**config.mk**
```make
export PLATFORM = sky130hd
export DESIGN_NAME = uart_tx_feeder_flat
export DESIGN_NICKNAME = d
export VERILOG_FILES = /design/src/rtl/uart_tx_feeder_if.sv /design/src/rtl/uart_tx_feeder.sv /design/src/flat_wrapper.sv
export SDC_FILE = /design/constraint.sdc
export NUM_CORES = 1
export LEC_CHECK = 0
export CAP_MARGIN = 0
export CORE_MARGIN = 5
export CORE_UTILIZATION = 45
export CTS_CLUSTER_SIZE = 40
export DETAILED_ROUTE_END_ITERATION = 8
export GPL_TIMING_DRIVEN = 0
export PLACE_DENSITY_LB_ADDON = 0.12
export RECOVER_POWER = 100
export SYNTH_ARGS = -nofsm -noshare
export SYNTH_HDL_FRONTEND = slang
export SYNTH_SLANG_ARGS = --single-unit
```
**constraint.sdc**
```tcl
create_clock -name clk -period 7.4 [get_ports clk]
set_input_delay 2.22 -clock clk [delete_from_list [all_inputs] [get_ports clk]]
set_output_delay 2.22 -clock clk [all_outputs]
set_load 0.05 [all_outputs]
```
**src/rtl/uart_tx_feeder_if.sv**
```systemverilog
// -----------------------------------------------------------------------------
// uart_tx_feeder_if
//   Bundles the signals around the byte-queue feeder: the upstream push side,
//   the transmitter handshake, and the status/error flags.
//
//   master : the surroundings of the feeder (upstream byte producer plus the
//            UART transmitter's busy flag) -- drives wr_en, wr_data, flush,
//            err_clr and uart_tx_busy; observes everything else.
//   slave  : the feeder itself.
//
//   Signals
//     wr_en, wr_data   push a byte into the queue this cycle
//     flush            synchronous queue clear
//     err_clr          clears the sticky ovf / tx_err flags
//     uart_tx_busy     transmitter busy (registered inside the transmitter)
//     uart_tx_en       one-cycle send strobe to the transmitter
//     uart_tx_data     byte presented to the transmitter (held until next pop)
//     full, empty      queue occupancy decodes
//     level            bytes queued, excluding the in-flight byte
//     idle             feeder idle and queue empty
//     ovf, tx_err      sticky overflow / transmitter non-response flags
// -----------------------------------------------------------------------------
interface uart_tx_feeder_if #(
  parameter int ADDR_W = 4
) ();
  logic              wr_en;
  logic [7:0]        wr_data;
  logic              flush;
  logic              err_clr;
  logic              uart_tx_busy;
  logic              uart_tx_en;
  logic [7:0]        uart_tx_data;
  logic              full;
  logic              empty;
  logic [ADDR_W:0]   level;
  logic              idle;
  logic              ovf;
  logic              tx_err;

  modport master (
    output wr_en, wr_data, flush, err_clr, uart_tx_busy,
    input  uart_tx_en, uart_tx_data, full, empty, level, idle, ovf, tx_err
  );

  modport slave (
    input  wr_en, wr_data, flush, err_clr, uart_tx_busy,
    output uart_tx_en, uart_tx_data, full, empty, level, idle, ovf, tx_err
  );
endinterface

```
**src/rtl/uart_tx_feeder.sv**
```systemverilog
// -----------------------------------------------------------------------------
// uart_tx_feeder
//   Byte queue in front of a UART transmitter. Upstream pushes bytes at clock
//   rate into a circular FIFO; the feeder pops one byte at a time, strobes it
//   into the transmitter for exactly one cycle, then follows the transmitter's
//   busy flag until the frame is done before releasing the next byte.
//   Overflow (push while full) and transmitter non-response (busy never rises
//   within ACK_TIMEOUT cycles) are reported through sticky flags.
//
//   Ports
//     clk   system clock
//     rst   asynchronous, active-high reset
//     bus   uart_tx_feeder_if.slave -- push side, transmitter handshake, status
//
//   Parameters
//     FIFO_DEPTH   queue depth in bytes (power of two, >= 2)
//     ADDR_W       log2(FIFO_DEPTH)
//     ACK_TIMEOUT  cycles allowed in WAIT_BUSY for busy to rise
// -----------------------------------------------------------------------------
module uart_tx_feeder #(
  parameter int FIFO_DEPTH  = 16,
  parameter int ADDR_W      = 4,
  parameter int ACK_TIMEOUT = 4
) (
  input  logic             clk,
  input  logic             rst,
  uart_tx_feeder_if.slave  bus
);

  localparam int                CNT_W   = $clog2(ACK_TIMEOUT + 1);
  localparam logic [ADDR_W:0]   DEPTH_L = (ADDR_W + 1)'(FIFO_DEPTH);
  localparam logic [CNT_W-1:0]  ACK_L   = CNT_W'(ACK_TIMEOUT);

  typedef enum logic [1:0] {
    S_IDLE,
    S_LOAD,
    S_WAIT_BUSY,
    S_WAIT_DONE
  } state_e;

  state_e             state_q, state_d;
  logic [7:0]         mem [FIFO_DEPTH];
  logic [ADDR_W-1:0]  wr_ptr_q, wr_ptr_d;
  logic [ADDR_W-1:0]  rd_ptr_q, rd_ptr_d;
  logic [ADDR_W:0]    count_q, count_d;
  logic [CNT_W-1:0]   wait_cnt_q, wait_cnt_d;
  logic               tx_en_q, tx_en_d;
  logic [7:0]         tx_data_q, tx_data_d;
  logic               ovf_q, ovf_d;
  logic               tx_err_q, tx_err_d;

  logic               full;
  logic               empty;
  logic               pop;
  logic               push;
  logic               ovf_set;
  logic               ack_expired;

  assign full  = (count_q == DEPTH_L);
  assign empty = (count_q == '0);

  // The head is only handed over when the transmitter is free; busy already
  // high in IDLE (after reset or a timeout) simply holds the queue.
  assign pop = (state_q == S_IDLE) && !empty && !bus.uart_tx_busy;

  // Last allowed WAIT_BUSY cycle with busy still low.
  assign ack_expired = (state_q == S_WAIT_BUSY) && !bus.uart_tx_busy &&
                       (wait_cnt_q == ACK_L - 1'b1);

  // ---------------------------------------------------------------------------
  // FSM: state register
  // ---------------------------------------------------------------------------
  // NOTE: sequential state uses non-blocking assignments so every flop samples
  // the pre-edge values of its neighbours regardless of process ordering.
  always_ff @(posedge clk or posedge rst) begin
    if (rst) begin
      state_q <= S_IDLE;
    end else begin
      state_q <= state_d;
    end
  end

  // ---------------------------------------------------------------------------
  // FSM: next-state logic
  // ---------------------------------------------------------------------------
  // NOTE: every combinational output is given a default before the case so no
  // path leaves it unassigned, which would otherwise infer a latch.
  always_comb begin
    state_d = state_q;
    case (state_q)
      S_IDLE:      if (pop)                   state_d = S_LOAD;
      S_LOAD:                                 state_d = S_WAIT_BUSY;
      S_WAIT_BUSY: if (bus.uart_tx_busy)      state_d = S_WAIT_DONE;
                   else if (ack_expired)      state_d = S_IDLE;
      S_WAIT_DONE: if (!bus.uart_tx_busy)     state_d = S_IDLE;
      default:                                state_d = S_IDLE;
    endcase
  end

  // ---------------------------------------------------------------------------
  // FSM: output / datapath logic
  // ---------------------------------------------------------------------------
  always_comb begin
    // When full, a push still fits if the head leaves in the same cycle.
    // flush takes priority over a same-cycle push and does not flag overflow.
    push    = bus.wr_en && !bus.flush && (!full || pop);
    ovf_set = bus.wr_en && !bus.flush && full && !pop;

    wr_ptr_d = wr_ptr_q;
    rd_ptr_d = rd_ptr_q;
    count_d  = count_q;
    if (bus.flush) begin
      // Clears the queue only; an in-flight frame and the FSM are untouched.
      wr_ptr_d = '0;
      rd_ptr_d = '0;
      count_d  = '0;
    end else begin
      if (push) wr_ptr_d = wr_ptr_q + 1'b1;
      if (pop)  rd_ptr_d = rd_ptr_q + 1'b1;
      case ({push, pop})
        2'b10:   count_d = count_q + 1'b1;
        2'b01:   count_d = count_q - 1'b1;
        default: count_d = count_q;
      endcase
    end

    // The strobe is registered from the IDLE->LOAD decision, so it is high
    // exactly while the FSM sits in LOAD.
    tx_en_d   = pop;
    tx_data_d = pop ? mem[rd_ptr_q] : tx_data_q;

    // Counter runs only in WAIT_BUSY; entering from LOAD it starts at zero.
    wait_cnt_d = (state_q == S_WAIT_BUSY) ? wait_cnt_q + 1'b1 : '0;

    // A new error event in the same cycle as err_clr keeps the flag set.
    ovf_d    = ovf_set     || (ovf_q    && !bus.err_clr);
    tx_err_d = ack_expired || (tx_err_q && !bus.err_clr);
  end

  always_ff @(posedge clk or posedge rst) begin
    if (rst) begin
      wr_ptr_q   <= '0;
      rd_ptr_q   <= '0;
      count_q    <= '0;
      wait_cnt_q <= '0;
      tx_en_q    <= 1'b0;
      tx_data_q  <= 8'h00;
      ovf_q      <= 1'b0;
      tx_err_q   <= 1'b0;
    end else begin
      wr_ptr_q   <= wr_ptr_d;
      rd_ptr_q   <= rd_ptr_d;
      count_q    <= count_d;
      wait_cnt_q <= wait_cnt_d;
      tx_en_q    <= tx_en_d;
      tx_data_q  <= tx_data_d;
      ovf_q      <= ovf_d;
      tx_err_q   <= tx_err_d;
    end
  end

  // NOTE: the storage array has no reset; entries are only ever read after
  // being written, and leaving it out keeps it mappable to RAM.
  always_ff @(posedge clk) begin
    if (push) begin
      mem[wr_ptr_q] <= bus.wr_data;
    end
  end

  // ---------------------------------------------------------------------------
  // Outputs: registered, except full/empty/idle which decode registers only.
  // ---------------------------------------------------------------------------
  assign bus.uart_tx_en   = tx_en_q;
  assign bus.uart_tx_data = tx_data_q;
  assign bus.full         = full;
  assign bus.empty        = empty;
  assign bus.level        = count_q;
  assign bus.idle         = (state_q == S_IDLE) && empty;
  assign bus.ovf          = ovf_q;
  assign bus.tx_err       = tx_err_q;

endmodule

```
**src/flat_wrapper.sv**
```systemverilog
// flat-port wrapper written by rule: the top's interface ports become plain ports
module uart_tx_feeder_flat 
#(
  parameter int FIFO_DEPTH  = 16,
  parameter int ADDR_W      = 4,
  parameter int ACK_TIMEOUT = 4
)
  (clk, rst, bus_wr_en, bus_wr_data, bus_flush, bus_err_clr, bus_uart_tx_busy, bus_uart_tx_en, bus_uart_tx_data, bus_full, bus_empty, bus_level, bus_idle, bus_ovf, bus_tx_err);
  uart_tx_feeder_if #(.ADDR_W(ADDR_W)) bus_i ();
  input  logic clk;
  input  logic rst;
  input wire logic [$bits(bus_i.wr_en)-1:0] bus_wr_en;
  input wire logic [$bits(bus_i.wr_data)-1:0] bus_wr_data;
  input wire logic [$bits(bus_i.flush)-1:0] bus_flush;
  input wire logic [$bits(bus_i.err_clr)-1:0] bus_err_clr;
  input wire logic [$bits(bus_i.uart_tx_busy)-1:0] bus_uart_tx_busy;
  output wire logic [$bits(bus_i.uart_tx_en)-1:0] bus_uart_tx_en;
  output wire logic [$bits(bus_i.uart_tx_data)-1:0] bus_uart_tx_data;
  output wire logic [$bits(bus_i.full)-1:0] bus_full;
  output wire logic [$bits(bus_i.empty)-1:0] bus_empty;
  output wire logic [$bits(bus_i.level)-1:0] bus_level;
  output wire logic [$bits(bus_i.idle)-1:0] bus_idle;
  output wire logic [$bits(bus_i.ovf)-1:0] bus_ovf;
  output wire logic [$bits(bus_i.tx_err)-1:0] bus_tx_err;
  assign bus_i.wr_en = bus_wr_en;
  assign bus_i.wr_data = bus_wr_data;
  assign bus_i.flush = bus_flush;
  assign bus_i.err_clr = bus_err_clr;
  assign bus_i.uart_tx_busy = bus_uart_tx_busy;
  assign bus_uart_tx_en = bus_i.uart_tx_en;
  assign bus_uart_tx_data = bus_i.uart_tx_data;
  assign bus_full = bus_i.full;
  assign bus_empty = bus_i.empty;
  assign bus_level = bus_i.level;
  assign bus_idle = bus_i.idle;
  assign bus_ovf = bus_i.ovf;
  assign bus_tx_err = bus_i.tx_err;
  uart_tx_feeder #(.FIFO_DEPTH(FIFO_DEPTH), .ADDR_W(ADDR_W), .ACK_TIMEOUT(ACK_TIMEOUT)) u_core (.clk(clk), .rst(rst), .bus(bus_i));
endmodule
```
==> summary.txt <==
Worst setup path
  • Reg2reg path depth: 9
  • Worst Path Required: 7.74 ns
  • Launch point of the worst path: bus_uart_tx_busy
  • Critical path depth in cells: 10
  • CP arrival: 5.59 ns
  • CP Capture Type: register
  • Setup crit start kind: input port
  • Crit Path Max Fanout: 6
  • Ordered cell list for the critical path: dlygate4sd3_1, nor3_1, o21ai_0, inv_1, nand2_1, fa_1, nand2b_1, a2111o_1, or2_0, a41oi_1
  • CP delay by family, top: simple AND/OR/NAND/NOR gates
  • CP max stage cell: dlygate4sd3_1
  • Critical R2R Capture: u_core.bus.level[4]
  • Max incr delay on CP: 0.60 ns
  • R2R setup slack: 4.12 ns
  • Crit path buffers/inverters: 2
  • Critical R2R Launch: u_core.state_q[0]
  • Worst Setup Path Type: in2reg
  • CP Capture Point: u_core.bus.level[4]

Placed design
  • PortBufs: 32
  • Final Wtd Congestion: 0.772
  • DP Area: 7020 um2
  • Pre-CTS WS: 2.31 ns
  • DPL Wire Length: 8.51 mm
  • Cell total after placement: 577

Global routing
  • Initial antenna violation count: 0
  • Largest net degree at the start of global routing: 30
  • Vias in the first global route: 3,392
  • Gr ovfl total: 0
  • First-pass GRT wire length: 20.5 mm
  • GRT Util Overall: 17.1%

Clock network
  • CTS sink count: 157
  • Clk slew on worst S/H paths: 0.06 ns
  • CTS Buf Count: 17
  • Depth of the CTS H-tree: 4
  • CTS root buf: clkbuf_16
  • Clock Path Buffers: 2
  • Clk_lat worst skew: 0.42 ns
  • Post-CTS Resized: 0
  • Setup bufs post-CTS: 0
  • Hold Buf Count CTS: 0
  • CTS tree: built

Floorplan
  • Die area: 16,900 um2
  • Std-Cell Core Area: 14,000 um2
  • Row cnt: 43
  • I/O pin cnt: 33
  • Die Ht: 130 um
  • Die Wd: 130 um
  • Starting Density: 46.3%

Timing
  • Final period util: 71.0%
  • Clock skew: 0.00852 ns
  • Hold Violations, Final: 0
  • Final worst slack: 2.15 ns
  • Unrepaired setup endpoints after global routing: false
  • Final Max Tran Viols: 0
  • Fin Hold WS: 0.436 ns
  • Actual slew at the worst max-slew pin: 1.21 ns
  • Setup violations, final: 0
  • Fin crit period: 5.25 ns
  • Rel. slew slack: 19.7%
  • FMAX: 190 MHz
  • Fin Setup TNS: 0 ns

Logic synthesis
  • Area share of the largest cell type after synthesis: 59.3%
  • Synthesized area: 6480 um2
  • Post-Synth Adder-Cell Area: 2.24%
  • Synth Instances: 365
  • Yosys reg bits: 157
  • Avg Cell Area, Syn: 17.7 um2
  • Synth Area in Compound Gates: 3.50%
  • Syn_nets: 390
  • Biggest area consumer among synthesized cells: edfxtp_1
  • Synth Area in Simple Gates: 6.24%
  • Xor-xnor portion of the synthesized cell area: 0.676%
  • Most used DFF post-synth: edfxtp_1
  • Post-synth EDFFs: 128
  • Sequential-to-total area share from yosys stat: 70.5%
  • Largest family of logic cells by synthesized area: multiplexers
  • Top post-synthesis cells by area: edfxtp_1, dfrtp_1, mux4_2
  • Multiplexer share of the synthesized area: 14.7%
  • Async set-reset flop share out of synthesis: 18.5%
  • Yosys cell types: 46
  • Synthesis Warnings: 0

Route
  • TritonRoute pass-1 iters: 4
  • DRT antenna net count: 0
  • Wire length per cell: 21.7 um
  • Vias: 3,331
  • DRC: 0
  • WL final: 13.2 mm
  • DR vias/cell: 5.46
  • DR iter-0 viols: 290

Layout
  • Commonest non-fill, non-tap cell in the layout: edfxtp_1
  • Ant diodes: 0
  • Final Cell Area: 7560 um2
  • Share of cells above drive strength 1: 17.2%
  • NumNets Final: 442
  • Most used cells in the layout excluding fill and tap cells: edfxtp_1, mux4_2, dlygate4sd3_1, dfrtp_1, mux2i_1
  • Final core utilization: 54.1%
  • Fillers: 1,141
  • Synth-to-layout area growth: 16.7%
  • Final std cells w/o fill: 610

Pwr
  • Clock Power Share: 35.0%
  • Tot Pwr: 2.32 mW
  • Combinational share of power: 19.8%
  • Pwr Density: 306 nW/um2
  • Leakage power total: 2.61 nW
  • Seq pwr share: 45.2%
  • Psw: 0.684 mW
  • Sw Share: 29.5%
  • Cell-internal power: 1.63 mW
  • VDD IR max: 0.000162 V

Flow run
  • Max cap viols: 0

Min path
  • Hold Crit Class: reg2reg

Run status
  • Status: finished, final reports clean
==> state kept, by name (all words and copies together) (netlist names) <==
signal                   count
u_core.bus.tx_err            1
u_core.wait_cnt_q            3
u_core.bus.ovf               1
u_core.state_q               2
u_core.rd_ptr_q              4
u_core.bus.uart_tx_data      8
u_core.bus.uart_tx_en        1
u_core.mem                 128
u_core.bus.level             5
u_core.wr_ptr_q              4
==> how the worst min path moves through the flow <==
stage / start / end / slack [ns] / depth (start not counted)
after floorplan: u_core.wait_cnt_q[0] / u_core.wait_cnt_q[0] / 0.41 / 1
after global routing: u_core.wait_cnt_q[0] / u_core.wait_cnt_q[0] / 0.48 / 1
after detailed placement: u_core.wait_cnt_q[0] / u_core.wait_cnt_q[0] / 0.44 / 1
final: u_core.wait_cnt_q[0] / u_core.wait_cnt_q[0] / 0.44 / 1
after global placement: u_core.wait_cnt_q[0] / u_core.wait_cnt_q[0] / 0.42 / 1
after CTS: u_core.wait_cnt_q[0] / u_core.wait_cnt_q[0] / 0.45 / 1
==> cells in the mapped netlist, types with 2 or more instances <==
cell type	count
o22ai_1	2
xnor2_1	2
mux2i_1	21
clkbuf_1	5
o211ai_1	2
o21ai_0	2
xor2_1	3
a31oi_1	2
inv_1	18
nand3b_1	2
edfxtp_1	128
a21oi_1	7
buf_2	7
o221ai_1	8
nor2_1	20
dfrtp_1	29
mux2_1	2
nand3_1	2
nand2b_1	6
mux4_2	32
or3_1	3
and2_1	13
nand2_1	16
nor3_1	2
ha_1	10
==> layer usage <==
layer	vias to the layer above	GRT usage, %	share of wire [%]
met5	-	0	0
met1	1728	24.9	47
met2	62	25.6	47
li1	1528	-	-
met4	0	5.87	1.4
met3	13	3.89	4.2
==> layout make-up <==
class	instances	area [um2]	area share (%)
Multi-Input combinational cell	175	1760	23.3
Buffer	14	63.8	0.844
Inverter	19	71.3	0.943
Timing Repair Buffer	33	324	4.29
Tap cell	180	225	2.98
Clock buffer	18	429	5.68
Sequential cell	157	4570	60.4
Clock inverter	14	119	1.57
==> power by group through the flow <==
stage	clock network (mW)	logic (mW)	registers (mW)
6_report	0.810	0.460	1.05
5_1_grt	0.864	0.497	1.06
4_1_cts	0.824	0.483	1.05
3_5_place_dp	0	0.482	1.07
3_3_place_gp	0	0.473	1.06
2_1_floorplan	0	0.233	1.16
==> worst reg2reg max path, delay by kind of cell, from the launching register on <==
kind	cells	cell delay, ns
compound gates	3	0.92
buf+inv	1	0.27
simple gates	4	1.16
flops	1	0.42
fa+ha+maj	1	0.42
==> kinds of logic after synthesis <==
kind of cell    count (synthesis)
xor+xnor                        5
fa+ha+maj                      11
simple gates                   74
compound gates                 30
mux                            55
flops                         157
buf+inv                        33
Power figures use the tool's default switching activity.
